`src/rtl/start_cap_ctrl.sv`:
```
// Capture-start controller: turns a software control word into a bounded burst of
// capture-buffer writes, optionally gated by a frame sync, with abort and sticky done.
module start_cap_ctrl #(
  parameter int LEN_W = 20
) (
  input  logic             user_clk,
  input  logic             user_rst_n,
  input  logic [31:0]      start_cap_reg,
  input  logic             sync_in,
  output logic             cap_we,
  output logic [LEN_W-1:0] cap_addr,
  output logic             busy,
  output logic             done,
  output logic [31:0]      status_out
);

  typedef enum logic [1:0] {IDLE, ARMED, CAPTURE, DONE} state_t;

  state_t           state, state_nxt;
  logic             start_d;
  logic [LEN_W-1:0] len_q;
  logic [LEN_W-1:0] wr_cnt;
  logic [31:0]      status_nxt;

  logic             start_bit, wait_sync, abort;
  logic [LEN_W-1:0] len_field;
  logic             start_edge, accept, last_wr, armed;
  logic             unused_ctrl_bits;

  assign start_bit        = start_cap_reg[0];
  assign wait_sync        = start_cap_reg[1];
  assign abort            = start_cap_reg[2];
  assign len_field        = start_cap_reg[31 -: LEN_W];
  assign unused_ctrl_bits = ^start_cap_reg[31-LEN_W:3];

  assign start_edge = start_bit & ~start_d;
  assign accept     = start_edge && (state == IDLE || state == DONE);
  // len_q is never zero while in CAPTURE, so the subtraction cannot underflow here
  assign last_wr    = (cap_addr == len_q - LEN_W'(1));

  assign cap_we = (state == CAPTURE);
  assign armed  = (state == ARMED);
  assign busy   = (state == ARMED) || (state == CAPTURE);
  assign done   = (state == DONE);

  always_comb begin
    state_nxt = state;
    case (state)
      IDLE, DONE: begin
        if (start_edge) begin
          if (wait_sync)              state_nxt = ARMED;
          else if (len_field == '0)   state_nxt = DONE;
          else                        state_nxt = CAPTURE;
        end
      end
      ARMED: begin
        // abort outranks a coincident sync pulse
        if (abort)                    state_nxt = IDLE;
        else if (sync_in)             state_nxt = (len_q == '0) ? DONE : CAPTURE;
      end
      CAPTURE: begin
        if (abort)                    state_nxt = IDLE;
        else if (last_wr)             state_nxt = DONE;
      end
      default:                        state_nxt = IDLE;
    endcase
  end

  always_comb begin
    status_nxt              = '0;
    status_nxt[31]          = done;
    status_nxt[30]          = busy;
    status_nxt[29]          = armed;
    status_nxt[LEN_W-1:0]   = wr_cnt;
  end

  // state / address / status register stage
  always_ff @(posedge user_clk or negedge user_rst_n) begin
    if (!user_rst_n) begin
      state      <= IDLE;
      start_d    <= 1'b0;
      len_q      <= '0;
      cap_addr   <= '0;
      wr_cnt     <= '0;
      status_out <= '0;
    end else begin
      state      <= state_nxt;
      start_d    <= start_bit;
      status_out <= status_nxt;
      if (accept) begin
        len_q    <= len_field;
        cap_addr <= '0;
        wr_cnt   <= '0;
      end else if (state == CAPTURE) begin
        cap_addr <= cap_addr + LEN_W'(1);
        wr_cnt   <= wr_cnt + LEN_W'(1);
      end
    end
  end

endmodule

```
`config.mk`:
```
export PLATFORM = sky130hd
export DESIGN_NAME = start_cap_ctrl
export DESIGN_NICKNAME = d
export VERILOG_FILES = /design/src/rtl/start_cap_ctrl.sv
export SDC_FILE = /design/constraint.sdc
export NUM_CORES = 1
export LEC_CHECK = 0
export ABC_CLOCK_PERIOD_IN_PS = 6600
export CELL_PAD_IN_SITES_DETAIL_PLACEMENT = 1
export CELL_PAD_IN_SITES_GLOBAL_PLACEMENT = 1
export CORE_MARGIN = 8
export CORE_UTILIZATION = 43
export CTS_CLUSTER_DIAMETER = 60
export DETAILED_ROUTE_END_ITERATION = 10
export PLACE_DENSITY = 0.86
export SETUP_SLACK_MARGIN = 0.1
export SLEW_MARGIN = 10
export SYNTH_ARGS = -nofsm -noshare
export SYNTH_HDL_FRONTEND = slang
export SYNTH_SLANG_ARGS = --single-unit
```
`constraint.sdc`:
```
create_clock -name user_clk -period 6.6 [get_ports user_clk]
set_input_delay 0.99 -clock user_clk [delete_from_list [all_inputs] [get_ports user_clk]]
set_output_delay 0.99 -clock user_clk [all_outputs]
set_load 0.03 [all_outputs]
```
==> results.cfg, run 1 <==
[synthesis]
synth_flop_cell = dfrtp_1
synth_seq_cells = 86
synth_seq_area_share_pct = 50.5
synthTopCellsByArea = dfrtp_1, xor2_1, mux2_2, xnor2_1, nor2_1
synth_area_per_cell_sq_um = 10.4
synth_area_sq_um = 4270
yosys.area.top_type_share_pct = 50.5
yosysTopAreaCell = dfrtp_1
synth_cell_types = 51
synth-edff-count = 0
ys.warnings.count = 0
async_reset_ff_share_pct = 100
synthCells = 409

[grt]
grt_use_met3_pct = 5.84
grt_usage_pct = 18.1
antenna_found_initial = 0
grt_max_degree = 87
overflow = 0
grt-busiest-layer = met2
grt_pass1_vias = 3808
grt_pass1_wl_um = 19100
grt.met1_usage_pct = 20.3
grtUsageMet2_pct = 32.2

[power_and_ir_drop]
powerDensity_nw_per_um2 = 354
power.total_mw = 1.85
leakagePower_nw = 2.16
peakVddDrop_mv = 0.126

[flow_run]
maxCapViolCount = 0

[finish]
final_util_pct = 54.0
final_common_cell = dfrtp_1
area_growth_pct = 22.7
finalNetCount = 519
multi_input_area_sq_um = 1970
area.sequential_sq_um = 2150
drive_gt1_share_pct = 9.34
final_cell_mix = dfrtp_1, clkdlybuf4s50_1, nor2_1, xor2_1, nand2_1
fin_cells = 615
n_fill_cell = 1076
antenna_cells = 0

[clock_network]
htree_levels = 3
cts_buffers = 9
hold_buffers = 0
clock_latency_ns = 0.36
cts_num_sinks = 86
cts_setup_buffers = 0
clockRootBuffer = clkbuf_8
cts-resized-gates = 0
clk_pin_slew_ns = 0.09
cts_tree = done
clockBufferDepth = 2

[sta]
fin_worst_skew_ns = 0.00998
hold_viol_final = 0
tns_ns = 0
period_needed_ns = 3.48
fin_crit_sh_pct = 52.7
finalSetupViolCount = 0
finalMaxSlewViolations = 0
clock.fmax_mhz = 288
relSlewSlack_pct = 27.9
rsz0062_at_grt = no
worstMarginPinSlew_ns = 1.08

[critical_path]
crit_arrival_ns = 3.72
path_cells = clkdlybuf4s50_1 -> nor2b_1 -> o22ai_1 -> nor4_1 -> o211ai_1 -> a2111oi_0 -> a41oi_2 -> mux2_4
start_kind = input pin
crit_type = input pin to flip-flop
required_ns = 6.85
max_stage_delay_ns = 0.76
crit_path_end_kind = flip-flop
critical_path.slowest_cell = a2111oi_0
critPathMaxFanout = 2

[placement]
gp_congestion = 0.846
dp.cells = 599
io_buffers = 71
dp_hpwl_um = 8290

[floorplanning]
coreArea_sq_um = 9680
io_pins = 90
die_x_um = 116
fp.dieArea_sq_um = 13400
fp-row-count = 36
initial_core_util_pct = 44.0
chipHeight_um = 116

[routing]
dr.pass1.iters = 5
routed_wirelength_um = 11500
wire_per_inst_um = 18.7
drtIter0Drc = 78
ant_nets = 0
via_per_inst = 5.49
vias = 3374
drc = 0

[hold_path]
hp-class = flip-flop to flip-flop

[run_status]
status = finished, final reports clean
==> worst max-delay path: cells and delay by family <==
family	cells	cell delay (ns)
compound gates	4	1.35
simple gates	2	0.57
buf+inv	1	0.46
mux	1	0.35
==> per-layer routing <==
| metal | part of all wire [%] | up-vias | wire [um] |
|---|---|---|---|
| met5 | 0 | - | 0 |
| met2 | 53 | 95 | 6070 |
| li1 | - | 1560 | - |
| met1 | 40 | 1699 | 4550 |
| met4 | 1.9 | 0 | 221 |
| met3 | 5.8 | 20 | 671 |
==> kinds of logic after synthesis <==
family,Yosys count,synth area share [%]
AO/OA/AOI/OAI,55,8.07
XOR/XNOR,50,10.3
adder cells (fa/ha/maj),7,2.05
buffers and inverters,36,4.14
flip-flops,86,50.5
multiplexers,21,5.54
other,1,0.0879
AND/OR/NAND/NOR,153,19.4
==> final timing paths <==
kind                                        from        endpoint  slack [ns]  depth (start not counted)
worst max-delay path            start_cap_reg[0]        state[0]        3.12                          8
worst min-delay path                  wr_cnt[19]  status_out[19]        0.40                          0
worst max register to register          len_q[3]        state[0]        3.18                          7
worst min register to register        wr_cnt[19]  status_out[19]        0.40                          0
max in group asynchronous             user_rst_n     cap_addr[7]        5.08                          1
min in group asynchronous             user_rst_n  status_out[30]        0.82                          1
==> sequential cells by signal (all words and copies together) (netlist names) <==
name        flops
len_q          20
start_d         1
state           2
status_out     23
wr_cnt         20
cap_addr       20
==> where the power goes <==
| group | internal [mW] | switching [mW] |
|---|---|---|
| registers | 0.633 | 0.161 |
| logic | 0.323 | 0.388 |
| clock network | 0.143 | 0.201 |
| total | 1.10 | 0.750 |
==> stage by stage <==
step | worst slack [ns] | hold WS [ns] | area [sq um]
after global placement | 2.86 | 0.388 | 5050
after floorplan | 3.82 | 0.372 | 4300
final | 3.12 | 0.405 | 5230
after detailed placement | 2.74 | 0.389 | 5050
after global routing | 3.12 | 0.435 | 5230
after CTS | 3.18 | 0.411 | 5230
==> synth_stat cells, types with 2 or more instances <==
master,count
dfrtp_1,86
nor2_1,40
xor2_1,29
nand2_1,26
xnor2_1,21
a21oi_1,18
o21ai_0,18
mux2_2,17
inv_1,13
nand3_1,12
or3_1,12
clkbuf_1,11
nand4_1,11
nor4_1,11
buf_4,9
nor3_1,9
ha_1,7
and3_1,6
a31oi_1,5
nand2b_1,4
and2_1,3
mux2i_1,3
a2111oi_0,2
a41oi_1,2
and4_1,2
buf_1,2
nand4b_1,2
nor2b_1,2
nor4b_1,2
or4_1,2
or4_4,2
==> final cells by class <==
type                    count  share of cell area [%]
clock buffers              10                    2.44
clock inverters             6                    1.03
inverters                  13                   0.933
multi-input cells         295                    37.6
flip-flops and latches     86                    41.1
well taps                 133                    3.18
repair buffers             72                    13.7
(Power assumes the default switching activity.)
==> inputs of run 2 (changes only) <==
- ABC_CLOCK_PERIOD_IN_PS: 6600 -> 3400
- CORE_UTILIZATION: 43 -> 40
- PLACE_DENSITY: 0.86 -> 0.81
- clock period: 6.6 -> 3.4 ns (I/O delays scaled with it)
==> run 2 against run 1 <==
Non-clock buffer count is 6 higher; worst hold slack got worse by 0.35 ns; global-route usage down 1.3 points; cell area up 1.4%; total power increased by 98%; critical path depth shrank 1; wire length increased by 0.23%; register-to-register slack lost 2.7 ns; via count increased by 0.68%; critical path type is now flip-flop to flip-flop; flip-flop and latch count did not move; clock skew is 0.0014 ns lower.
==> results.cfg, run 2 (same netlist as run 1, synthesis figures left out) <==
[clock_network]
clockBufferDepth = 2
clock_latency_ns = 0.35
cts_buffers = 9
clk_pin_slew_ns = 0.09
htree_levels = 3
clockRootBuffer = clkbuf_8
hold_buffers = 0
cts_tree = done
cts-resized-gates = 0
cts_num_sinks = 86
cts_setup_buffers = 0

[finish]
area.sequential_sq_um = 2150
drive_gt1_share_pct = 10.7
antenna_cells = 0
final_common_cell = dfrtp_1
final_cell_mix = dfrtp_1, clkdlybuf4s50_1, nor2_1, xor2_1, nand2_1
largest_register_ffs = 23
n_fill_cell = 1155
top_register = status_out
multi_input_area_sq_um = 1970
finalNetCount = 525
area_growth_pct = 24.3

[power_and_ir_drop]
pwr-share-seq_pct = 42.0
switching_share_pct = 39.4
peakVddDrop_mv = 0.326
leakagePower_nw = 2.20
p_comb_share_pct = 37.6
power.total_mw = 3.67
netSwitchingPower_mw = 1.45
internal-power_mw = 2.22
powerDensity_nw_per_um2 = 692
p_clk_share_pct = 20.3

[floorplanning]
fp.dieArea_sq_um = 14200
die_x_um = 119
fp-row-count = 37
io_pins = 90
coreArea_sq_um = 10300
chipHeight_um = 119
initial_core_util_pct = 41.3

[routing]
vias = 3397
wire_per_inst_um = 18.5
dr.pass1.iters = 4
drtIter0Drc = 115
via_per_inst = 5.44
drc = 0
routed_wirelength_um = 11500
ant_nets = 0

[critical_path]
r2r_end = state[0]
start_kind = flip-flop
r2r-start = len_q[2]
critPathMaxFanout = 8
required_ns = 3.65
crit_type = flip-flop to flip-flop
crit_arrival_ns = 3.20
r2r_cells = 7
rrSetupSlack_ns = 0.45
crit_start = len_q[2]
crit_path_end_kind = flip-flop
crit_path_end = state[0]

[sta]
hold_viol_final = 0
relSlewSlack_pct = 50.0
rsz0062_at_grt = no
setup_ws_ns = 0.451
tns_ns = 0
fin_crit_sh_pct = 86.7
worstMarginPinSlew_ns = 0.750
finalMaxSlewViolations = 0
finalSetupViolCount = 0
clock.fmax_mhz = 339
period_needed_ns = 2.95
fin_worst_skew_ns = 0.00863

[placement]
pre_cts_slack_ns = 0.294
io_buffers = 71
dp_hpwl_um = 8620
gp_congestion = 0.828

[grt]
grt_usage_pct = 16.8
overflow = 0
grt_pass1_vias = 3736
grt_max_degree = 38
antenna_found_initial = 0
grt_use_met3_pct = 3.45
grt.met1_usage_pct = 20.2
grt-busiest-layer = met2
grt_pass1_wl_um = 19500
grtUsageMet2_pct = 29.0

[hold_path]
hp-class = input pin to async pin

[run_status]
status = finished, final reports clean

[flow_run]
maxCapViolCount = 0
[run 2: cell types whose count changed in the layout (fill, tap and decap cells not counted), sizes merged]
| cell | change |
|---|---|
| buf | +6 |
| bufinv | +1 |
| clkbuf | -1 |
[run 2: metal layers]
layer | wire, um | vias to the layer above
li1 | - | 1579
met1 | 5030 | 1728
met2 | 5770 | 73
met3 | 484 | 17
met4 | 252 | 0
met5 | 0 | -
[run 2: worst min-delay path by stage]
| stage | slack (ns) | depth (start not counted) | endpoint |
|---|---|---|---|
| after CTS | 0.05 | 1 | state[0] |
| after detailed placement | 0.39 | 0 | status_out[19] |
| after global routing | 0.07 | 1 | state[0] |
| after floorplan | 0.21 | 0 | cap_addr[0] |
| after global placement | 0.39 | 0 | status_out[19] |
| final | 0.05 | 1 | state[0] |
[run 2: metrics by stage]
stage / cells / utilization [%] / cell area (sq um) / hold WS (ns)
2_1_floorplan: 417 / - / 4300 / 0.214
3_3_place_gp: 608 / 49.4 / 5100 / 0.388
3_5_place_dp: 608 / 49.4 / 5100 / 0.388
4_1_cts: 624 / 51.4 / 5300 / 0.0491
5_1_grt: 624 / 51.4 / 5300 / 0.0671
6_report: 624 / 51.4 / 5300 / 0.0531
[run 2: critical path, stage by stage (launching register included)]
cell,delay (ns)
dfrtp_1,0.48
or4_4,0.62
nor2_1,0.25
a41oi_1,0.16
or4_4,0.56
a311oi_2,0.27
a41oi_2,0.19
mux2_4,0.33
[run 2: power groups by stage]
stage               clock [mW]  sequential, mW  combinational, mW
floorplan                    0            1.54              0.933
global placement             0            1.54               1.35
detailed placement           0            1.55               1.38
CTS                      0.774            1.54               1.40
global route             0.806            1.58               1.52
finish                   0.747            1.54               1.38
[run 2: area by class of cell]
type | instances | share of cell area, %
Sequential cell | 86 | 40.6
Multi-Input combinational cell | 295 | 37.1
Timing Repair Buffer | 78 | 14.3
Tap cell | 136 | 3.21
Clock buffer | 9 | 2.34
Clock inverter | 7 | 1.51
Inverter | 13 | 0.920
==> inputs of run 3 (changes only) <==
- ABC_CLOCK_PERIOD_IN_PS: 3400 -> 2600
- CORE_UTILIZATION: 40 -> 36
- GPL_ROUTABILITY_DRIVEN: not set -> 1
- PLACE_DENSITY: 0.81 -> 0.77
- clock period: 3.4 -> 2.6 ns (I/O delays scaled with it)
==> run 3 against run 2 <==
The flow now finishes with violations (setup timing); first-iteration DRC count is 34% higher; worst setup slack worse by 0.59 ns; maximum frequency increased by 7.7%; critical path depth rose by 1; cell area is 9.5% higher; die area up 9.6%; core utilization decreased by 0.96 points; worst hold slack worse by 0.037 ns; non-clock buffer count is 38 higher; combinational power rose by 74%; largest cell class unchanged.
==> results.cfg, run 3 (same netlist as run 1, synthesis figures left out) <==
[critical_path]
crit_type = flip-flop to flip-flop
r2r_end = state[0]
required_ns = 2.84
rrSetupSlack_ns = -0.14
crit_arrival_ns = 2.98
r2r_cells = 8
crit_path_end = state[0]
start_kind = flip-flop
crit_path_end_kind = flip-flop
r2r-start = len_q[2]
crit_start = len_q[2]
critPathMaxFanout = 3

[clock_network]
hold_buffers = 0
cts_num_sinks = 86
cts_tree = done
clock_latency_ns = 0.35
cts_setup_buffers = 0
clockRootBuffer = clkbuf_16
clockBufferDepth = 2
cts_buffers = 9
htree_levels = 3
clk_pin_slew_ns = 0.06

[finish]
top_register = status_out
fin_area_sq_um = 5810
final_cell_mix = dfrtp_1, clkdlybuf4s50_1, buf_4, nor2_1, xor2_1
final_common_cell = dfrtp_1
area_growth_pct = 36.1
antenna_cells = 0
largest_register_ffs = 23
drive_gt1_share_pct = 19.6
finalNetCount = 563
final_util_pct = 50.4

[placement]
placed_area_sq_um = 5450
gp_congestion = 0.833
dp_hpwl_um = 9350
pre_cts_slack_ns = -0.194
io_buffers = 71

[routing]
drc = 0
via_per_inst = 5.28
wire_per_inst_um = 18.7
dr.pass1.iters = 4
drtIter0Drc = 154
ant_nets = 0
routed_wirelength_um = 12500
vias = 3534

[sta]
worstMarginPinSlew_ns = 0.548
fin_crit_sh_pct = 105
hold_viol_final = 0
finalMaxSlewViolations = 0
relSlewSlack_pct = 63.4
finalSetupViolCount = 2
setup_ws_ns = -0.138
period_needed_ns = 2.74
fin_worst_skew_ns = 0.00577
rsz0062_at_grt = yes
hold_ws_ns = 0.0162
clock.fmax_mhz = 365

[floorplanning]
die_x_um = 125
io_pins = 90
coreArea_sq_um = 11500
fp.dieArea_sq_um = 15600
chipHeight_um = 125
initial_core_util_pct = 37.0
fp-row-count = 39

[run_status]
status = finished, violations left
violations = setup timing

[hold_path]
hp-class = input pin to async pin

[grt]
grt_pass1_wl_um = 20700
antenna_found_initial = 0
grt_max_degree = 51
grt_usage_pct = 16.6
grt_pass1_vias = 3942
overflow = 0

[flow_run]
maxCapViolCount = 0

[power_and_ir_drop]
power.total_mw = 5.65
leakagePower_nw = 2.47
peakVddDrop_mv = 0.602
powerDensity_nw_per_um2 = 973
[run 3: cell count changes in the layout (fill, tap and decap cells not counted), moves of 2 or more]
cell / change
dfrtp_1: -6
dfrtp_2: +6
nor4_1: -2
clkbuf_16: +9
nor4_4: +3
buf_12: +2
clkbuf_8: -8
buf_4: +35
[run 3: final cells by class]
class                           instances  area (sq um)
Sequential cell                        86          2160
Timing Repair Buffer                  116          1070
Multi-Input combinational cell        295          2040
Inverter                               13          48.8
Tap cell                              143           179
Clock inverter                          6          68.8
Clock buffer                           10           239
Fill cell                            1282          5710
[run 3: through the flow]
step                instances  TNS (ns)
global placement          653    -0.298
floorplan                 417  -0.00611
CTS                       669    -0.234
global route              669    -0.336
detailed placement        653    -0.338
finish                    669    -0.230
[run 3: where the power goes]
| part | total (mW) | internal (mW) | switching [mW] |
|---|---|---|---|
| registers | 1.92 | 1.62 | 0.301 |
| logic | 2.40 | 1.17 | 1.22 |
| clock network | 1.33 | 0.777 | 0.556 |
[run 3: worst min-delay path by stage]
| stage | start | endpoint | slack, ns |
|---|---|---|---|
| 4_1_cts | user_rst_n | cap_addr[2] | 0.02 |
| 6_report | user_rst_n | status_out[30] | 0.02 |
| 3_5_place_dp | wr_cnt[19] | status_out[19] | 0.38 |
| 3_3_place_gp | wr_cnt[19] | status_out[19] | 0.38 |
| 5_1_grt | user_rst_n | status_out[30] | 0.05 |
| 2_1_floorplan | user_rst_n | cap_addr[0] | 0.09 |
[run 3: critical path, stage by stage, from the launching register on]
cell	delay, ns
dfrtp_2	0.40
or4_4	0.57
buf_6	0.14
nor2_4	0.09
a41oi_2	0.12
or4_4	0.56
a311oi_2	0.23
a41oi_2	0.17
mux2_4	0.33
[run 3: repair_timing]
item                                    CTS  global route
endpoints found under the setup margin    2             4
pin swaps                                 0             1
resized for setup                         6             6
[run 3: routing by layer]
layer / track usage, % / routed length, um / vias up
li1: - / - / 1648
met1: 18.4 / 5260 / 1793
met2: 29.0 / 6360 / 76
met3: 6.34 / 699 / 17
met4: 4.51 / 202 / 0
met5: 0 / 0 / -
